`src/rtl/mem_arb_pkg.sv`:
```
// Shared types and helpers for the round-robin memory arbiter.
// cmd_t is sized to the default memory geometry used by mem_arbiter.
package mem_arb_pkg;

   localparam int CMD_ADDR_W = 4;
   localparam int CMD_DATA_W = 32;

   typedef struct packed {
      logic                  we;
      logic [CMD_ADDR_W-1:0] addr;
      logic [CMD_DATA_W-1:0] wdata;
   } cmd_t;

   // Requester tag width; a lone requester still needs one tag bit.
   function automatic int tag_width(input int n);
      return (n > 1) ? $clog2(n) : 1;
   endfunction

endpackage

```
`src/rtl/mem_arbiter_rr.sv`:
```
// Combinational round-robin picker: the first set request after i_ptr wins.
module rr_arbiter #(
   parameter int NUM_REQ = 2,
   parameter int TAG_W   = 1
) (
   input  logic [NUM_REQ-1:0] i_req,
   input  logic               i_en,
   input  logic [TAG_W-1:0]   i_ptr,
   output logic [NUM_REQ-1:0] o_gnt,
   output logic [TAG_W-1:0]   o_idx,
   output logic               o_any
);

   logic [TAG_W-1:0] w_cand;
   logic             w_found;

   // Walk ptr+1, ptr+2, ... modulo NUM_REQ so the last winner has lowest priority.
   always_comb begin
      o_gnt   = '0;
      o_idx   = '0;
      w_found = 1'b0;
      w_cand  = '0;
      for (int k = 1; k <= NUM_REQ; k++) begin
         w_cand = TAG_W'((int'(i_ptr) + k) % NUM_REQ);
         if (i_en && !w_found && i_req[w_cand]) begin
            o_gnt[w_cand] = 1'b1;
            o_idx         = w_cand;
            w_found       = 1'b1;
         end
      end
      o_any = w_found;
   end

endmodule

```
`src/rtl/mem_arbiter.sv`:
```
// Round-robin arbiter sharing one single-port memory among NUM_REQ requesters,
// with an issue stage, a memory stage and a tagged in-order read return.
module mem_arbiter
   import mem_arb_pkg::*;
#(
   parameter int NUM_REQ    = 2,
   parameter int DATA_WIDTH = CMD_DATA_W,
   parameter int ADDR_WIDTH = CMD_ADDR_W
) (
   input  logic                          clk,
   input  logic                          reset,
   input  logic [NUM_REQ-1:0]            req,
   input  logic [NUM_REQ-1:0]            req_we,
   input  logic [NUM_REQ*ADDR_WIDTH-1:0] req_addr,
   input  logic [NUM_REQ*DATA_WIDTH-1:0] req_wdata,
   output logic [NUM_REQ-1:0]            gnt,
   output logic [NUM_REQ-1:0]            rvalid,
   output logic [DATA_WIDTH-1:0]         rdata,
   input  logic                          arb_en,
   output logic                          mem_write_en,
   output logic                          mem_read_en,
   output logic [ADDR_WIDTH-1:0]         mem_address,
   output logic [DATA_WIDTH-1:0]         mem_data_in,
   input  logic                          mem_valid_out,
   input  logic [DATA_WIDTH-1:0]         mem_data_out
);

   localparam int TAG_W = tag_width(NUM_REQ);

   logic [NUM_REQ-1:0]    w_gnt;
   logic [TAG_W-1:0]      w_idx;
   logic                  w_accept;
   logic                  w_arb_en;
   cmd_t                  w_cmd;

   logic                  r_mem_we;
   logic                  r_mem_re;
   logic [ADDR_WIDTH-1:0] r_mem_addr;
   logic [DATA_WIDTH-1:0] r_mem_din;
   logic                  r_iss_pend;
   logic [TAG_W-1:0]      r_iss_tag;
   logic                  r_ret_pend;
   logic [TAG_W-1:0]      r_ret_tag;
   logic [TAG_W-1:0]      r_rr_ptr;

   assign w_arb_en = arb_en & ~reset;

   rr_arbiter #(
      .NUM_REQ (NUM_REQ),
      .TAG_W   (TAG_W)
   ) u_rr (
      .i_req   (req),
      .i_en    (w_arb_en),
      .i_ptr   (r_rr_ptr),
      .o_gnt   (w_gnt),
      .o_idx   (w_idx),
      .o_any   (w_accept)
   );

   assign gnt = w_gnt;

   always_comb begin
      w_cmd.we    = req_we[w_idx];
      w_cmd.addr  = req_addr[w_idx*ADDR_WIDTH +: ADDR_WIDTH];
      w_cmd.wdata = req_wdata[w_idx*DATA_WIDTH +: DATA_WIDTH];
   end

   // Issue stage drives the memory directly; the pend/tag pair rides one stage
   // behind so it lines up with the memory's registered read response.
   always_ff @(posedge clk or posedge reset) begin
      if (reset) begin
         r_mem_we   <= 1'b0;
         r_mem_re   <= 1'b0;
         r_mem_addr <= '0;
         r_mem_din  <= '0;
         r_iss_pend <= 1'b0;
         r_iss_tag  <= '0;
         r_ret_pend <= 1'b0;
         r_ret_tag  <= '0;
         r_rr_ptr   <= TAG_W'(NUM_REQ - 1);
      end else begin
         r_ret_pend <= r_iss_pend;
         r_ret_tag  <= r_iss_tag;
         if (w_accept) begin
            r_mem_we   <= w_cmd.we;
            r_mem_re   <= ~w_cmd.we;
            r_mem_addr <= w_cmd.addr;
            r_mem_din  <= w_cmd.we ? w_cmd.wdata : '0;
            r_iss_pend <= ~w_cmd.we;
            r_iss_tag  <= w_idx;
            r_rr_ptr   <= w_idx;
         end else begin
            r_mem_we   <= 1'b0;
            r_mem_re   <= 1'b0;
            r_mem_addr <= '0;
            r_mem_din  <= '0;
            r_iss_pend <= 1'b0;
         end
      end
   end

   assign mem_write_en = r_mem_we;
   assign mem_read_en  = r_mem_re;
   assign mem_address  = r_mem_addr;
   assign mem_data_in  = r_mem_din;

   for (genvar gi = 0; gi < NUM_REQ; gi++) begin : g_ret
      assign rvalid[gi] = mem_valid_out & r_ret_pend & ~reset & (r_ret_tag == TAG_W'(gi));
   end

   assign rdata = (|rvalid) ? mem_data_out : '0;

endmodule

```
`config.mk`:
```
export PLATFORM = sky130hd
export DESIGN_NAME = mem_arbiter
export DESIGN_NICKNAME = d
export VERILOG_FILES = /design/src/rtl/mem_arb_pkg.sv /design/src/rtl/mem_arbiter_rr.sv /design/src/rtl/mem_arbiter.sv
export SDC_FILE = /design/constraint.sdc
export NUM_CORES = 1
export LEC_CHECK = 0
export CORE_MARGIN = 2
export CORE_UTILIZATION = 35
export CTS_BUF_LIST = sky130_fd_sc_hd__clkbuf_16
export DETAILED_ROUTE_END_ITERATION = 6
export PLACE_DENSITY_LB_ADDON = 0.08
export REMOVE_ABC_BUFFERS = 1
export SLEW_MARGIN = 20
export SYNTH_ARGS = -nofsm -noshare
export SYNTH_HDL_FRONTEND = slang
export SYNTH_SLANG_ARGS = --single-unit
```
`constraint.sdc`:
```
create_clock -name clk -period 1.5 [get_ports clk]
set_input_delay 0.15 -clock clk [delete_from_list [all_inputs] [get_ports clk]]
set_output_delay 0.15 -clock clk [all_outputs]
set_load 0.01 [all_outputs]
```
==> metrics.md, run 1 <==
| Metric | Value |
|---|---|
| HPWL Detailed | `6350 um` |
| Synth unique cells | `24` |
| Most frequent cells in the layout | `clkdlybuf4s50_1, and2_1, dfrtp_1` |
| H-tree Lvls | `2` |
| Sw Share | `24.1%` |
| Sequential-to-total area share from yosys stat | `41.7%` |
| Port Buffer Count | `185` |
| Required @ worst endpoint | `1350 ps` |
| Avg Cell Area, Syn | `9.74 sq um` |
| Final Skew | `6.21 ps` |
| Reg power frac | `37.3%` |
| Setup crit start kind | `input port` |
| Commonest non-fill, non-tap cell in the layout | `clkdlybuf4s50_1` |
| PnR Total Power | `0.00325 W` |
| Final max-slew violation count | `0` |
| GRT Total Usage | `21.7%` |
| Mapped Area | `2520 sq um` |
| Core Box Area | `6870 sq um` |
| Worst Setup SP | `mem_valid_out` |
| Total grt overflow | `0` |
| Clock Root Buffer | `clkbuf_16` |
| Cell-by-cell trace of the critical path | `clkdlybuf4s50_1, nand2_2, nor2_4, buf_6, buf_16, and2_4, buf_6` |
| Final critical-path share of the clock period | `99.9%` |
| Crit path max-delay family | `buffers and inverters` |
| Worst Hold Slack | `183 ps` |
| Top_reg_cell synth | `dfrtp_1` |
| Setup violators final | `0` |
| # clock sinks | `42` |
| Max stage delay on crit path | `500 ps` |
| Kind of critical path | `in -> out` |
| Highest metal used | `met4` |
| Met2 WL post-DR | `4580 um` |
| Mapped Cells | `259` |
| Status | `finished clean` |
| Antenna Cells | `0` |
| Setup TNS | `0 ps` |
| Die ar. | `7900 sq um` |
| Crit Path Max Fanout | `8` |
| Power per cell area | `674 nW/um^2` |
| Drt wl/cell | `16.2 um` |
| 1st-iter DRT viols | `67` |
| RSZ-0062 raised after global routing | `yes` |
| Synth Warn # | `0` |
| FP Rows | `30` |
| IO Count | `186` |
| Share of layout cells above drive strength 1 | `26.7%` |
| Starting density of the core | `36.7%` |
| CP max stage cell | `clkdlybuf4s50_1` |
| Area Growth Syn to Fin | `91.3%` |
| Maxcap violations | `0` |
| First-pass GRT wire length | `13,500 um` |
| # DRC | `0` |
| Slew @ Worst Pin | `341 ps` |
| TritonCTS Buffers | `5` |
| Buf/Inv on CP | `4` |
| Initial antenna violation count | `0` |
| PnR worst setup slack | `1.90 ps` |
| Clock share of power | `37.1%` |
| WL met3 | `694 um` |
| Asr flop ratio synth | `100%` |
| Vias in the first global route | `2,738` |
| Die H | `88.9 um` |
| LEAKAGE | `2.11 nW` |
| Final core occ | `70.3%` |
| Internal power | `0.00247 W` |
| Critical Path Most Common Cell | `buf_6` |
| Max_slew headroom | `77.2%` |
| Clock tree buffer depth | `2` |
| CTS tree | `yes` |
| Drt via density | `4.87` |
| CTS clk-pin slew, worst paths | `60 ps` |
| Routed length on met1 | `3470 um` |
| EDFF count, synth | `0` |
| Sequential Area | `1050 sq um` |
| Pin count of the biggest net entering global routing | `35` |
| Total wire length | `8830 um` |
| Setup crit end kind | `output port` |
| CTS Hold Bufs | `0` |
| Fin nets | `560` |
| FILL cells | `561` |
| Net Sw Power | `0.000785 W` |
| Peak supply drop | `0.518 mV` |
| Multi-input logic area | `1370 sq um` |
| Hold WC Path Type | `in -> async` |
| Yosys reg bits | `42` |
| Highest clock rate | `668 MHz` |
| Chip width | `88.9 um` |
| Worst R2R Start | `r_rr_ptr` |
| 1st-pass router iterations | `4` |
| Final Wtd Congestion | `0.744` |
| Place WS | `-406 ps` |
| Via count | `2,652` |
| Worst-Skew Late Latency | `280 ps` |
| Fin. Hold Viols | `0` |
| Minimum clock period | `1500 ps` |
| Routed Antenna Nets | `0` |
| Logic pwr share | `25.7%` |
| Worst EP arrival | `1350 ps` |
## power by group through the flow
stage                     registers, W  clock network [W]  logic, W
after floorplan                0.00125                  0  0.000229
after global placement         0.00123                  0  0.000810
after CTS                      0.00121            0.00123  0.000831
final                          0.00121            0.00120  0.000834
after detailed placement       0.00123                  0  0.000818
after global routing           0.00122            0.00127  0.000899
## Yosys cell counts (all sizes together) (2+ instances only)
cell     n  area (sq um)
a21o     2          15.0
nand2   35           131
nand4   32           200
clkbuf  19          71.3
and2    66           415
mux2i    4          40.0
buf     10          92.6
o31ai   33           418
inv      3          11.3
nor2     6          22.5
dfrtp   41          1030
## through the flow
stage,instance area (sq um),std cells
CTS,4730,546
global route,4830,545
global placement,4610,532
floorplan,2360,230
detailed placement,4610,532
finish,4830,545
## area by class of cell
| cell class | count | share of cell area (%) |
|---|---|---|
| timing repair buffer | 211 | 43.7 |
| multi-input combinational | 185 | 28.3 |
| sequential | 42 | 21.8 |
| clock buffer | 5 | 2.59 |
| tap | 96 | 2.49 |
| clock inverter | 3 | 0.856 |
| inverter | 3 | 0.233 |
## timing repair
action,4_1_cts,5_1_grt
endpoints found under the setup margin,36,34
gates cloned,2,0
resized for setup,145,38
pin swaps,2,16
setup buffers,4,0
## kinds of logic (layout without fill, tap and decap cells)
family | after synthesis | after routing | share of synthesized area, %
AND/OR/NAND/NOR | 142 | 142 | 31.2
flip-flops | 42 | 42 | 41.7
AO/OA/AOI/OAI | 39 | 39 | 18.6
multiplexers | 4 | 4 | 1.59
buffers and inverters | 32 | 222 | 6.94
## final timing paths
check / to / slack [ps] / depth (start not counted)
min: mem_data_in[23] / 180 / 3
min in group clk: r_ret_pend / 380 / 0
min reg2reg: r_ret_pend / 380 / 0
max reg2reg: mem_data_in[2] / 60 / 4
max: rdata[19] / 2 / 7
max in group asynchronous: mem_data_in[14] / 910 / 4
## metal layers
layer  vias to the layer above  GRT usage, %
met2                       110          37.9
met5                         -             0
met1                      1258          27.3
li1                       1274             -
met4                         0          3.99
met3                        10          5.63
## worst min-delay path, cell delays in order
cell and delay [ps]:
dlygate4sd2_1 280, buf_4 170, inv_2 260
## registers in the layout, indices dropped and copies added (netlist names)
register,cells
mem_address,4
mem_data_in,32
mem_write_en,1
r_iss_pend,1
r_iss_tag,1
r_ret_pend,1
r_ret_tag,1
r_rr_ptr,1
Power figures use the tool's default switching activity.
==> inputs of run 2 (changes only) <==
--- a/config.mk
+++ b/config.mk
@@ -6,7 +6,7 @@
 export NUM_CORES = 1
 export LEC_CHECK = 0
 export CORE_MARGIN = 2
-export CORE_UTILIZATION = 35
+export CORE_UTILIZATION = 37
 export CTS_BUF_LIST = sky130_fd_sc_hd__clkbuf_16
 export DETAILED_ROUTE_END_ITERATION = 6
 export PLACE_DENSITY_LB_ADDON = 0.08
==> constraint.sdc (replaced) <==
create_clock -name clk -period 1.9 [get_ports clk]
set_input_delay 0.19 -clock clk [delete_from_list [all_inputs] [get_ports clk]]
set_output_delay 0.19 -clock clk [all_outputs]
set_load 0.01 [all_outputs]
==> run 2 against run 1 <==
Net effect:
- critical path depth unchanged
- first-iteration DRC count is 42% higher
- highest routed layer unchanged
- design area fell by 0.62%
- core utilization is 1.5 points higher
- register-to-register slack improved by 470 ps
- global-route usage is 0.61 points higher
- combinational power down 25%
==> metrics.md, run 2 (synthesis gave the netlist of run 1 again) <==
| Metric | Value |
|---|---|
| Drt wl/cell | `16.0 um (-1.5%)` |
| Reg-to-Reg End | `mem_data_in[2]` |
| Peak supply drop | `0.512 mV (-1.2%)` |
| Clock Root Buffer | `clkbuf_16` |
| # clock sinks | `42 (unchanged)` |
| Area Growth Syn to Fin | `90.1%` |
| Share of layout cells above drive strength 1 | `14.6% (-12 points)` |
| Required @ worst endpoint | `1710 ps (+360 ps)` |
| CTS tree | `yes` |
| Slew @ Worst Pin | `358 ps (+16.9 ps)` |
| Maxcap violations | `0 (unchanged)` |
| Flop-to-flop setup slack | `530 ps (+470 ps)` |
| Die ar. | `7490 sq um (-5.2%)` |
| Highest clock rate | `567 MHz` |
| Max_slew headroom | `76.1% (-1.1 points)` |
| Routed Antenna Nets | `0 (unchanged)` |
| Total grt overflow | `0 (unchanged)` |
| LEAKAGE | `2.55 nW (+21%)` |
| Chip width | `86.6 um (-2.6%)` |
| Antenna Cells | `0 (unchanged)` |
| Final Skew | `4.21 ps (-2.00 ps)` |
| Final max-slew violation count | `0 (unchanged)` |
| Final Wtd Congestion | `0.741 (-0.39%)` |
| Final critical-path share of the clock period | `92.8%` |
| Max FFs per register | `32 (unchanged)` |
| First-pass GRT wire length | `13,000 um (-3.8%)` |
| CTS Hold Bufs | `0 (unchanged)` |
| Setup crit start kind | `input port` |
| Worst EP arrival | `1570 ps (+220 ps)` |
| Via count | `2,578 (-2.8%)` |
| Hold WC Path Type | `reg -> reg` |
| Port Buffer Count | `185 (unchanged)` |
| Hold Path Origin | `r_iss_pend` |
| Starting density of the core | `37.8% (+1.0 points)` |
| # DRC | `0 (unchanged)` |
| Final core occ | `71.8% (+1.5 points)` |
| Setup crit end kind | `output port` |
| Crit Path Max Fanout | `9 (+1)` |
| Initial antenna violation count | `0 (unchanged)` |
| Most frequent cells in the layout | `clkdlybuf4s50_1, and2_1, dfrtp_1` |
| Minimum clock period | `1760 ps` |
| Total wire length | `8400 um (-4.9%)` |
| 1st-pass router iterations | `4 (unchanged)` |
| R2R depth | `4 (unchanged)` |
| Kind of critical path | `in -> out` |
| Clock tree buffer depth | `2 (unchanged)` |
| H-tree Lvls | `2 (unchanged)` |
| IO Count | `186 (unchanged)` |
| Die H | `86.6 um (-2.6%)` |
| RSZ-0062 raised after global routing | `no` |
| Drt via density | `4.90 (+0.72%)` |
| PnR Total Power | `0.00254 W (-22%)` |
| Status | `finished clean` |
| HPWL Detailed | `5880 um (-7.4%)` |
| Vias in the first global route | `2,582 (-5.7%)` |
| Fin. Hold Viols | `0 (unchanged)` |
| Setup violators final | `0 (unchanged)` |
| FP Rows | `30 (unchanged)` |
| Pin count of the biggest net entering global routing | `36 (+2.9%)` |
| Hold Crit Endpoint | `r_ret_pend` |
| Hold Path Depth | `0` |
| 1st-iter DRT viols | `95 (+42%)` |
| Worst R2R Start | `r_rr_ptr` |
| Commonest non-fill, non-tap cell in the layout | `clkdlybuf4s50_1` |
| Setup TNS | `0 ps (unchanged)` |
| CTS clk-pin slew, worst paths | `60 ps (about the same)` |
| GRT Total Usage | `22.3% (+0.61 points)` |
| Power per cell area | `529 nW/um^2 (-21%)` |
| TritonCTS Buffers | `5 (unchanged)` |
| Worst-Skew Late Latency | `280 ps (about the same)` |
| Core Box Area | `6680 sq um (-2.7%)` |
| Fin nets | `557 (-0.54%)` |
## run 2: worst max-delay path: stages
cell and delay, ps:
clkdlybuf4s50_1 450, nand2_1 90, nor2_4 150, buf_8 130, buf_4 140, and2_1 140
dlygate4sd2_1 280
## run 2: how the worst max path moves through the flow
stage                   from              end  cells past startpoint
6_report       mem_valid_out        rdata[29]                      7
5_1_grt        mem_valid_out        rdata[29]                      7
4_1_cts        mem_valid_out        rdata[27]                      6
3_5_place_dp   mem_valid_out        rdata[29]                      6
3_3_place_gp   mem_valid_out        rdata[29]                      6
2_1_floorplan         arb_en  mem_data_in[15]                      3
## run 2: power breakdown
group,total (W),switching [W],internal [W]
Combinational,0.000622,0.000252,0.000370
Clock,0.000956,0.000341,0.000615
Sequential,0.000959,0.0000197,0.000939
Total,0.00254,0.000613,0.00192
## run 2: area by class of cell
type / instances / area (sq um)
Sequential cell: 42 / 1050
Tap cell: 80 / 100
Inverter: 3 / 11.3
Timing Repair Buffer: 208 / 2150
Clock inverter: 3 / 40.0
Clock buffer: 5 / 125
Fill cell: 495 / 1890
Multi-Input combinational cell: 185 / 1320
## run 2: repair_timing
item	in CTS	in global routing
buffers inserted	0	2
cloned	1	0
setup endpoints to repair	34	31
gates resized for setup	8	33
pin swaps	0	0
## run 2: layer usage
layer | GRT usage, % | up-vias | part of all wire [%]
li1 | - | 1264 | -
met5 | 0 | - | 0
met3 | 6.67 | 10 | 5.5
met2 | 37.7 | 77 | 52
met1 | 28.2 | 1227 | 41
met4 | 5.11 | 0 | 1.4
## run 2: per-stage QoR
step	area [sq um]	setup WS (ps)	hold slack (ps)	std cells
2_1_floorplan	2360	-1790	280	230
3_3_place_gp	4520	-74.1	366	515
3_5_place_dp	4520	-85.9	362	515
4_1_cts	4700	-26.6	374	524
5_1_grt	4800	65.7	394	526
6_report	4800	136	372	526
==> inputs of run 3 (changes only) <==
--- a/config.mk
+++ b/config.mk
@@ -8,8 +8,10 @@
 export CORE_MARGIN = 2
 export CORE_UTILIZATION = 37
 export CTS_BUF_LIST = sky130_fd_sc_hd__clkbuf_16
+export CTS_CLUSTER_SIZE = 14
 export DETAILED_ROUTE_END_ITERATION = 6
-export PLACE_DENSITY_LB_ADDON = 0.08
+export PLACE_DENSITY = 0.9
+export RECOVER_POWER = 25
 export REMOVE_ABC_BUFFERS = 1
 export SLEW_MARGIN = 20
 export SYNTH_ARGS = -nofsm -noshare
==> run 3 against run 2 <==
Net effect:
- clock skew rose by 2.3 ps
- sequential power hardly changed
- global-route usage decreased by 0.32 points
- wire length increased by 1.8%
- total power shrank 0.52%
- final cell count is 0.38% higher
- hold slack got worse by 170 ps
- sequential share of layout area is 0.53 points higher
- fmax is 3.3% lower
- worst setup slack worse by 59 ps
- first-iteration DRC count is 40% lower
- critical path type is now reg -> out
==> metrics.md, run 3 (synthesis gave the netlist of run 1 again) <==
| Metric | Value |
|---|---|
| Logic pwr share | `24.4% (about the same)` |
| Status | `finished clean` |
| Antenna Cells | `0 (unchanged)` |
| Power per cell area | `539 nW/um^2 (+1.9%)` |
| Crit Path Max Fanout | `4 (-5)` |
| R2R depth | `5 (+1)` |
| Via count | `2,627 (+1.9%)` |
| Clock Root Buffer | `clkbuf_16` |
| Clock share of power | `37.7% (about the same)` |
| Fin nets | `559 (+0.36%)` |
| Slew @ Worst Pin | `710 ps (+351 ps)` |
| PnR worst setup slack | `76.6 ps (-59.3 ps)` |
| 1st-pass router iterations | `4 (unchanged)` |
| Total grt overflow | `0 (unchanged)` |
| Setup violators final | `0 (unchanged)` |
| Highest metal used | `met4` |
| Required @ worst endpoint | `1710 ps (about the same)` |
| Vias in the first global route | `2,568 (-0.54%)` |
| TritonCTS Buffers | `5 (unchanged)` |
| Design area | `4680 sq um (-2.4%)` |
| Internal power | `0.00192 W (-0.30%)` |
| Final max-slew violation count | `0 (unchanged)` |
| Minimum clock period | `1820 ps (+59.3 ps)` |
| # DRC | `0 (unchanged)` |
| Peak supply drop | `0.406 mV (-21%)` |
| Highest clock rate | `548 MHz (-3.3%)` |
| WL met3 | `564 um (+21%)` |
| Place WS | `-105 ps (-19.3 ps)` |
| Die H | `86.6 um (unchanged)` |
| Routed Antenna Nets | `0 (unchanged)` |
| 1st-iter DRT viols | `57 (-40%)` |
| Fin. Hold Viols | `0 (unchanged)` |
| Hold WC Path Type | `in -> async` |
| Drt via density | `4.98 (+1.5%)` |
| RSZ-0062 raised after global routing | `no` |
| # clock sinks | `42 (unchanged)` |
| Initial antenna violation count | `0 (unchanged)` |
| Net Sw Power | `0.000606 W (-1.2%)` |
| Setup TNS | `0 ps (unchanged)` |
| CTS Hold Bufs | `0 (unchanged)` |
| CTS tree | `yes` |
| Final critical-path share of the clock period | `96.0% (+3.1 points)` |
| H-tree Lvls | `2 (unchanged)` |
| Starting density of the core | `37.8% (unchanged)` |
| HPWL Detailed | `6510 um (+11%)` |
| Clock tree buffer depth | `2 (unchanged)` |
| Final Skew | `6.47 ps (+2.25 ps)` |
| Placed Area | `4510 sq um (-0.11%)` |
| Worst EP arrival | `1630 ps (+60 ps)` |
| Maxcap violations | `0 (unchanged)` |
| Setup crit end kind | `output port` |
| Pin count of the biggest net entering global routing | `35 (-2.8%)` |
| # placed instances | `515 (unchanged)` |
| FP Rows | `30 (unchanged)` |
| Core Box Area | `6680 sq um (unchanged)` |
| Die ar. | `7490 sq um (unchanged)` |
| Max FFs per register | `32 (unchanged)` |
| Routed length on met1 | `3290 um (-4.6%)` |
| Final Wtd Congestion | `0.778 (+5.0%)` |
| Setup crit start kind | `flop` |
| Kind of critical path | `reg -> out` |
| Non-filler cells, final | `528 (+0.38%)` |
| First-pass GRT wire length | `13,100 um (+0.53%)` |
| Flop-to-flop setup slack | `360 ps (-170 ps)` |
| Total wire length | `8550 um (+1.8%)` |
| Max_slew headroom | `52.7% (-23 points)` |
| Final core occ | `70.1% (-1.7 points)` |
| CTS clk-pin slew, worst paths | `60 ps (about the same)` |
| Sw Share | `24.0% (-0.17 points)` |
| Share of layout cells above drive strength 1 | `14.5% (-0.065 points)` |
| Most frequent cells in the layout | `clkdlybuf4s50_1, and2_1, dfrtp_1` |
| Area Growth Syn to Fin | `85.6%` |
| Drt wl/cell | `16.2 um (+1.4%)` |
| Reg power frac | `37.9% (about the same)` |
| Met2 WL post-DR | `4590 um (+5.0%)` |
| Commonest non-fill, non-tap cell in the layout | `clkdlybuf4s50_1` |
| GRT Total Usage | `22.0% (-0.32 points)` |
| Chip width | `86.6 um (unchanged)` |
| Port Buffer Count | `185 (unchanged)` |
| IO Count | `186 (unchanged)` |
| Worst-Skew Late Latency | `280 ps (about the same)` |
| LEAKAGE | `2.13 nW (-17%)` |
==> run 3: power groups by stage <==
stage,logic [W],clock network (W),registers [W]
floorplan,0.000181,0,0.000987
global placement,0.000612,0,0.000971
detailed placement,0.000622,0,0.000973
CTS,0.000626,0.000967,0.000957
global route,0.000661,0.000998,0.000961
finish,0.000616,0.000951,0.000957
==> run 3: repair_timing <==
item | 4_1_cts | 5_1_grt
cloned | 2 | 0
pin swaps | 1 | 1
setup buffers | 2 | 1
setup endpoints to repair | 32 | 3
gates resized for setup | 39 | 2
==> run 3: critical path, stage by stage, from the launching register on <==
cell and delay (ps):
dfstp_2 580, inv_1 50, a21oi_1 130, clkdlybuf4s50_1 600
==> run 3: cell type report <==
class / instances / area (sq um)
flip-flops and latches: 42 / 1050
clock buffers: 5 / 125
clock inverters: 3 / 41.3
fillers: 532 / 2000
repair buffers: 210 / 2030
multi-input cells: 185 / 1320
inverters: 3 / 11.3
well taps: 80 / 100
==> run 3: final timing paths <==
check                             endpoint       start
setup / recovery                    gnt[0]    r_rr_ptr
min in group clk                r_ret_pend  r_iss_pend
max in group asynchronous   mem_address[2]       reset
setup reg to reg           mem_data_in[12]    r_rr_ptr
hold reg to reg                 r_ret_pend  r_iss_pend
hold / removal                   r_ret_tag       reset
==> run 3: metal layers <==
metal	global-route usage, %	vias to the layer above
met3	5.05	8
met1	25.5	1249
li1	-	1268
met4	4.55	0
met2	41.2	102
met5	0	-
==> run 3: metrics by stage <==
stage          hold slack [ps]  total power, W
2_1_floorplan              280         0.00117
3_3_place_gp               361         0.00158
3_5_place_dp               369         0.00160
4_1_cts                    389         0.00255
5_1_grt                    272         0.00262
6_report                   203         0.00252
